--- config.mk ---
export PLATFORM = sky130hd
export DESIGN_NAME = fetch_ctrl
export DESIGN_NICKNAME = d
export VERILOG_FILES = /design/src/rtl/fetch_ctrl.sv
export SDC_FILE = /design/constraint.sdc
export NUM_CORES = 1
export LEC_CHECK = 0
export CAP_MARGIN = 40
export CORE_ASPECT_RATIO = 1.5
export CORE_MARGIN = 1.5
export CORE_UTILIZATION = 40
export CTS_BUF_LIST = sky130_fd_sc_hd__clkbuf_4 sky130_fd_sc_hd__clkbuf_8
export CTS_CLUSTER_DIAMETER = 100
export DETAILED_ROUTE_END_ITERATION = 10
export PLACE_DENSITY = 0.79
export SYNTH_ARGS = -nofsm -noshare
export SYNTH_HDL_FRONTEND = slang
export SYNTH_SLANG_ARGS = --single-unit
--- constraint.sdc ---
create_clock -name clk -period 4.05 [get_ports clk]
set_input_delay 0.81 -clock clk [delete_from_list [all_inputs] [get_ports clk]]
set_output_delay 0.81 -clock clk [all_outputs]
set_load 0.02 [all_outputs]
--- src/rtl/fetch_ctrl.sv ---
// Instruction fetch controller: IDLE/FETCH/HOLD sequencer with a one-entry output buffer to decode.
// Define DELAY_SLOT_EN for branch-delay-slot redirect semantics; the default is squash-on-redirect.
module fetch_ctrl (
  input  logic        clk,
  input  logic        reset,
  input  logic        stall,
  input  logic        redir_valid,
  input  logic [31:0] redir_pc,
  output logic        imem_req,
  output logic [31:0] imem_addr,
  input  logic        imem_ack,
  input  logic [31:0] imem_rdata,
  output logic        if_valid,
  output logic [31:0] if_instr,
  output logic [31:0] if_pc,
  output logic        flush
);

  localparam logic [31:0] RESET_PC = 32'h0000_3000;

  typedef enum logic [1:0] {
    IDLE  = 2'd0,
    FETCH = 2'd1,
    HOLD  = 2'd2
  } state_e;

  state_e      state_q, state_d;
  logic [31:0] pc_q, pc_d;
  logic        if_valid_q, if_valid_d;
  logic [31:0] if_instr_q, if_instr_d;
  logic [31:0] if_pc_q, if_pc_d;
  logic        flush_q, flush_d;
`ifdef DELAY_SLOT_EN
  logic        pend_valid_q, pend_valid_d;
  logic [31:0] pend_pc_q, pend_pc_d;
`endif

  logic [31:0] redir_tgt;
  logic        full_stalled;
  logic        ack_ok;

  always_comb begin
    redir_tgt    = {redir_pc[31:2], 2'b00};
    full_stalled = if_valid_q && stall;
    // The request drops in the same cycle the buffer is seen full and stalled,
    // so a full buffer can never be overrun by a second response.
    imem_req     = (state_q != IDLE) && !full_stalled;
    imem_addr    = pc_q;
    ack_ok       = imem_req && imem_ack;
  end

  // NOTE: every *_d gets a default first, so no path through this block can infer a latch.
  always_comb begin
    state_d    = state_q;
    pc_d       = pc_q;
    if_valid_d = if_valid_q;
    if_instr_d = if_instr_q;
    if_pc_d    = if_pc_q;
    flush_d    = 1'b0;
`ifdef DELAY_SLOT_EN
    pend_valid_d = pend_valid_q;
    pend_pc_d    = pend_pc_q;
`endif

    unique case (state_q)
      IDLE:    state_d = FETCH;
      default: state_d = full_stalled ? HOLD : FETCH;
    endcase

    if (if_valid_q && !stall) begin
      if_valid_d = 1'b0;
    end

`ifdef DELAY_SLOT_EN
    if (ack_ok) begin
      if_valid_d   = 1'b1;
      if_instr_d   = imem_rdata;
      if_pc_d      = pc_q;
      pend_valid_d = 1'b0;
      // The acked word is the delay slot; a same-cycle redirect is the freshest target.
      if (redir_valid) begin
        pc_d = redir_tgt;
      end else if (pend_valid_q) begin
        pc_d = pend_pc_q;
      end else begin
        pc_d = pc_q + 32'd4;
      end
    end else if (redir_valid) begin
      pend_valid_d = 1'b1;
      pend_pc_d    = redir_tgt;
    end
`else
    if (redir_valid) begin
      pc_d       = redir_tgt;
      if_valid_d = 1'b0;
      flush_d    = 1'b1;
      state_d    = FETCH;
    end else if (ack_ok) begin
      if_valid_d = 1'b1;
      if_instr_d = imem_rdata;
      if_pc_d    = pc_q;
      pc_d       = pc_q + 32'd4;
    end
`endif
  end

  // NOTE: state registers use non-blocking assignments so all flops sample pre-edge values together.
  always_ff @(posedge clk) begin
    if (reset) begin
      state_q    <= IDLE;
      pc_q       <= RESET_PC;
      if_valid_q <= 1'b0;
      if_instr_q <= 32'h0;
      if_pc_q    <= 32'h0;
      flush_q    <= 1'b0;
`ifdef DELAY_SLOT_EN
      pend_valid_q <= 1'b0;
      pend_pc_q    <= 32'h0;
`endif
    end else begin
      state_q    <= state_d;
      pc_q       <= pc_d;
      if_valid_q <= if_valid_d;
      if_instr_q <= if_instr_d;
      if_pc_q    <= if_pc_d;
      flush_q    <= flush_d;
`ifdef DELAY_SLOT_EN
      pend_valid_q <= pend_valid_d;
      pend_pc_q    <= pend_pc_d;
`endif
    end
  end

  assign if_valid = if_valid_q;
  assign if_instr = if_instr_q;
  assign if_pc    = if_pc_q;
  assign flush    = flush_q;

endmodule

==> flow_summary.rst <==
.. list-table::
   :header-rows: 1

   * - Metric
     - Value
   * - Result of the run
     - finished, final reports clean
   * - Pin count of the biggest net entering global routing
     - 69
   * - Sink count of the clock tree
     - 96
   * - Clock tree from TritonCTS
     - yes
   * - Vias in the first global route
     - just over 4000
   * - Postcts setup bufs
     - 0
   * - Number of iterations in the first detailed-routing pass
     - 4
   * - DRC violations left
     - 0
   * - Count of cells along the worst register-to-register path
     - 5
   * - Category of the worst setup path capture point
     - output port
   * - Total vias in the final route
     - 4265
   * - Final setup fails
     - 0
   * - Deepest level of the CTS H-tree
     - 3
   * - Worst R2R Start
     - imem_addr[2]$_SDFFE_PP0P_
   * - Library cell used as clock root buffer
     - sky130_fd_sc_hd__clkbuf_8
   * - Port bufs
     - 161
   * - Worst-skew pair later-pin latency
     - roughly 360 ps
   * - Final GP Congestion
     - 0.833
   * - EDFF count, synth
     - 0
   * - Max-slew violations
     - 0
   * - Setup repair after global routing missed its margin
     - no
   * - Maximum fanout encountered on the critical timing path
     - 8
   * - Synthesized flop and latch total
     - 96
   * - Clock skew
     - about 13 ps
   * - VDD IR max
     - 232 uV
   * - Top-Level Pins
     - 168
   * - Post-synth top area share
     - 0.467
   * - Floorplan die width
     - 85.8 um
   * - Chip Height
     - about 130 um
   * - Headroom to the max-slew limit
     - 0.594
   * - Hold buffers post-CTS
     - 0
   * - Number of antenna-violating nets in the routed design
     - 0
   * - Final min period
     - approximately 3200 ps
   * - Post-DP HPWL
     - 8.62 mm
   * - Layout Area Growth over Synthesis
     - 46.4%
   * - Reg2reg end
     - imem_addr[28]$_SDFFE_PP0P_
   * - CP Capture Point
     - imem_req
   * - Antenna fix cells
     - 0
   * - Leakage power
     - 0.00204 uW
   * - Share of flip-flops with an asynchronous set or reset after synthesis
     - 0
   * - Fraction of final layout cells sized beyond drive strength 1
     - 0.0522
   * - Cell types with the largest area share after synthesis
     - sky130_fd_sc_hd__dfxtp_1 47%, sky130_fd_sc_hd__nand2_1 13%, sky130_fd_sc_hd__a21oi_1 7.9%
   * - Start-to-end type of the worst setup path
     - in -> out
   * - Std-Cell Core Area
     - 0.0101 mm^2
   * - Clock transition at the register clock pins on the worst setup and hold paths after CTS
     - ~80 ps
   * - Wire length per cell after detailed routing
     - about 16 um
   * - Arrival time of the worst setup path
     - ~2400 ps
   * - Synthesized area per cell
     - 7.82 um^2
   * - Filler cell count
     - 917
   * - Hold path cells
     - 2
   * - FP Rows
     - between 40 and 50
   * - Required time at the endpoint of the critical path
     - 3240 ps
   * - Global-route wire length before repair
     - 19.3 mm
   * - Grt ovf
     - 0
   * - Slew at the pin closest to its max-slew limit
     - 607 ps
   * - Max cap viols
     - 0
   * - Combined area of the multi-input logic cells
     - 0.00199 mm^2
   * - Maximum clock rate
     - 308 MHz
   * - Post-CTS sizing
     - 0
   * - Die area
     - 0.0109 mm^2
   * - Power per unit of standard cell area
     - around 340 mW/mm^2
   * - Number of DRC violations after detailed-routing iteration 0
     - ~240
   * - Portion of the post-synthesis area used by sequential elements
     - 0.467
   * - Critical path origin
     - stall
   * - Antenna violations before repair
     - 0
   * - Initial standard-cell utilization of the core
     - 0.408
   * - Area occupied by registers
     - 0.00192 mm^2
   * - Hold Fails Final Rpt
     - 0
   * - Hold slack final
     - 457 ps
   * - Cts bufs inserted
     - 9
   * - Cell area after synthesis
     - 0.00411 mm^2
   * - Vias per cell
     - 5.42
   * - FF-to-FF setup slack
     - 1800 ps
   * - Synth warnings
     - 0
   * - Post-detailed-routing wire length
     - approximately 12 mm
   * - Post-synth cell types
     - approximately 50
   * - Category of the worst setup path launch point
     - input port
   * - Overall Global Routing Usage
     - 0.222
   * - Number of cells produced by synthesis
     - 526
   * - Commonest register cell after synthesis
     - sky130_fd_sc_hd__dfxtp_1
   * - Share of the core filled with cells in the final layout
     - 0.597
   * - Final-layout setup total negative slack
     - 0 ps
   * - Nets
     - 735
   * - Final cycle utilization of the critical path
     - 0.802
   * - Hold crit path type
     - reg -> reg
   * - Maximum clock insertion buffer count
     - 2
   * - Synth area leader
     - sky130_fd_sc_hd__dfxtp_1
[synth_stat cells (all sizes together) (7+ instances only)]
cell type and instances:
or3 9, a311oi 10, or4 7, nand4 11
nor4 7, inv 9, nand2 146, nor2 28
buf 9, clkbuf 33, nand3 9, dfxtp 96
nor3 11, a21oi 65
[worst min path at each step]
stage,to,start,slack (ps)
floorplan,state_q[1]$_SDFF_PP0_,state_q[0]$_SDFF_PP0_,510
global placement,if_instr[7]$_SDFFE_PP0P_,if_instr[7]$_SDFFE_PP0P_,440
detailed placement,if_instr[8]$_SDFFE_PP0P_,if_instr[8]$_SDFFE_PP0P_,450
CTS,if_instr[8]$_SDFFE_PP0P_,if_instr[8]$_SDFFE_PP0P_,460
global route,if_instr[8]$_SDFFE_PP0P_,if_instr[8]$_SDFFE_PP0P_,470
finish,if_instr[17]$_SDFFE_PP0P_,if_instr[17]$_SDFFE_PP0P_,460
[layout by cell type (no fill, tap or decap), types with 4 or more instances in the layout]
master and n:
sky130_fd_sc_hd__a211oi_1 6, sky130_fd_sc_hd__nor4_1 7, sky130_fd_sc_hd__and3_1 6, sky130_fd_sc_hd__clkbuf_8 11, sky130_fd_sc_hd__or2_2 5, sky130_fd_sc_hd__nand4_1 11, sky130_fd_sc_hd__o311ai_0 5, sky130_fd_sc_hd__a311oi_1 10
sky130_fd_sc_hd__xor2_1 4, sky130_fd_sc_hd__nor2b_1 4, sky130_fd_sc_hd__clkdlybuf4s50_1 160, sky130_fd_sc_hd__dfxtp_1 96, sky130_fd_sc_hd__conb_1 4, sky130_fd_sc_hd__nor2_1 28, sky130_fd_sc_hd__nand3_1 8, sky130_fd_sc_hd__o31ai_1 5
sky130_fd_sc_hd__a31oi_1 4, sky130_fd_sc_hd__o21ai_0 6, sky130_fd_sc_hd__nand2_1 146, sky130_fd_sc_hd__nor3_1 10, sky130_fd_sc_hd__or4_1 6, sky130_fd_sc_hd__inv_1 9, sky130_fd_sc_hd__buf_4 5, sky130_fd_sc_hd__a21oi_1 65
sky130_fd_sc_hd__or3_1 8
[flip-flops by register name, summed over array words and instances (netlist names)]
signal	flops
if_pc	30
flush	1
if_instr	32
state_q	2
if_valid	1
imem_addr	30
[metrics by stage]
| step | cell area [um^2] | total power, uW | cells | worst slack [ps] |
|---|---|---|---|---|
| finish | 6020 | 2070 | 787 | 804 |
| floorplan | 4120 | 1190 | 529 | 1640 |
| global route | 6020 | 2150 | 787 | 712 |
| global placement | 5760 | 1360 | 770 | 849 |
| detailed placement | 5780 | 1370 | 771 | 809 |
| CTS | 6020 | 2080 | 787 | 808 |
[report_power, final]
group	total (uW)	internal, uW	switching (uW)
clock network	715	390	326
logic	321	163	159
registers	1030	982	47.1
total	2070	1530	532
[worst max-delay path, cell delays in order]
cell                              delay (ps)
sky130_fd_sc_hd__clkdlybuf4s50_1         520
sky130_fd_sc_hd__o2bb2ai_2               200
sky130_fd_sc_hd__clkinv_1                290
sky130_fd_sc_hd__clkdlybuf4s50_1         620
[cell type report]
cell class,instances,area share
multi-input combinational,381,0.331
sequential,96,0.319
timing repair buffer,167,0.280
clock buffer,12,0.0264
tap,117,0.0243
clock inverter,4,0.0127
inverter,10,0.00624
[layer usage]
layer	track usage	vias to the layer above	routed length, um
li1	-	2112	-
met1	0.262	1960	4810
met2	0.393	178	6410
met3	0.0394	15	809
met4	0.0892	0	227
met5	0	-	0
[logic make-up after synthesis]
logic type,Yosys count,share of synthesized area
adders and majority gates,1,0.00304
and+or+nand+nor,251,0.277
other,1,0.000912
xor gates and xnor gates,6,0.0128
DFF,96,0.467
AOI/OAI and AO/OA,119,0.185
buffers and inverters,52,0.0533
(Power assumes the default switching activity.)
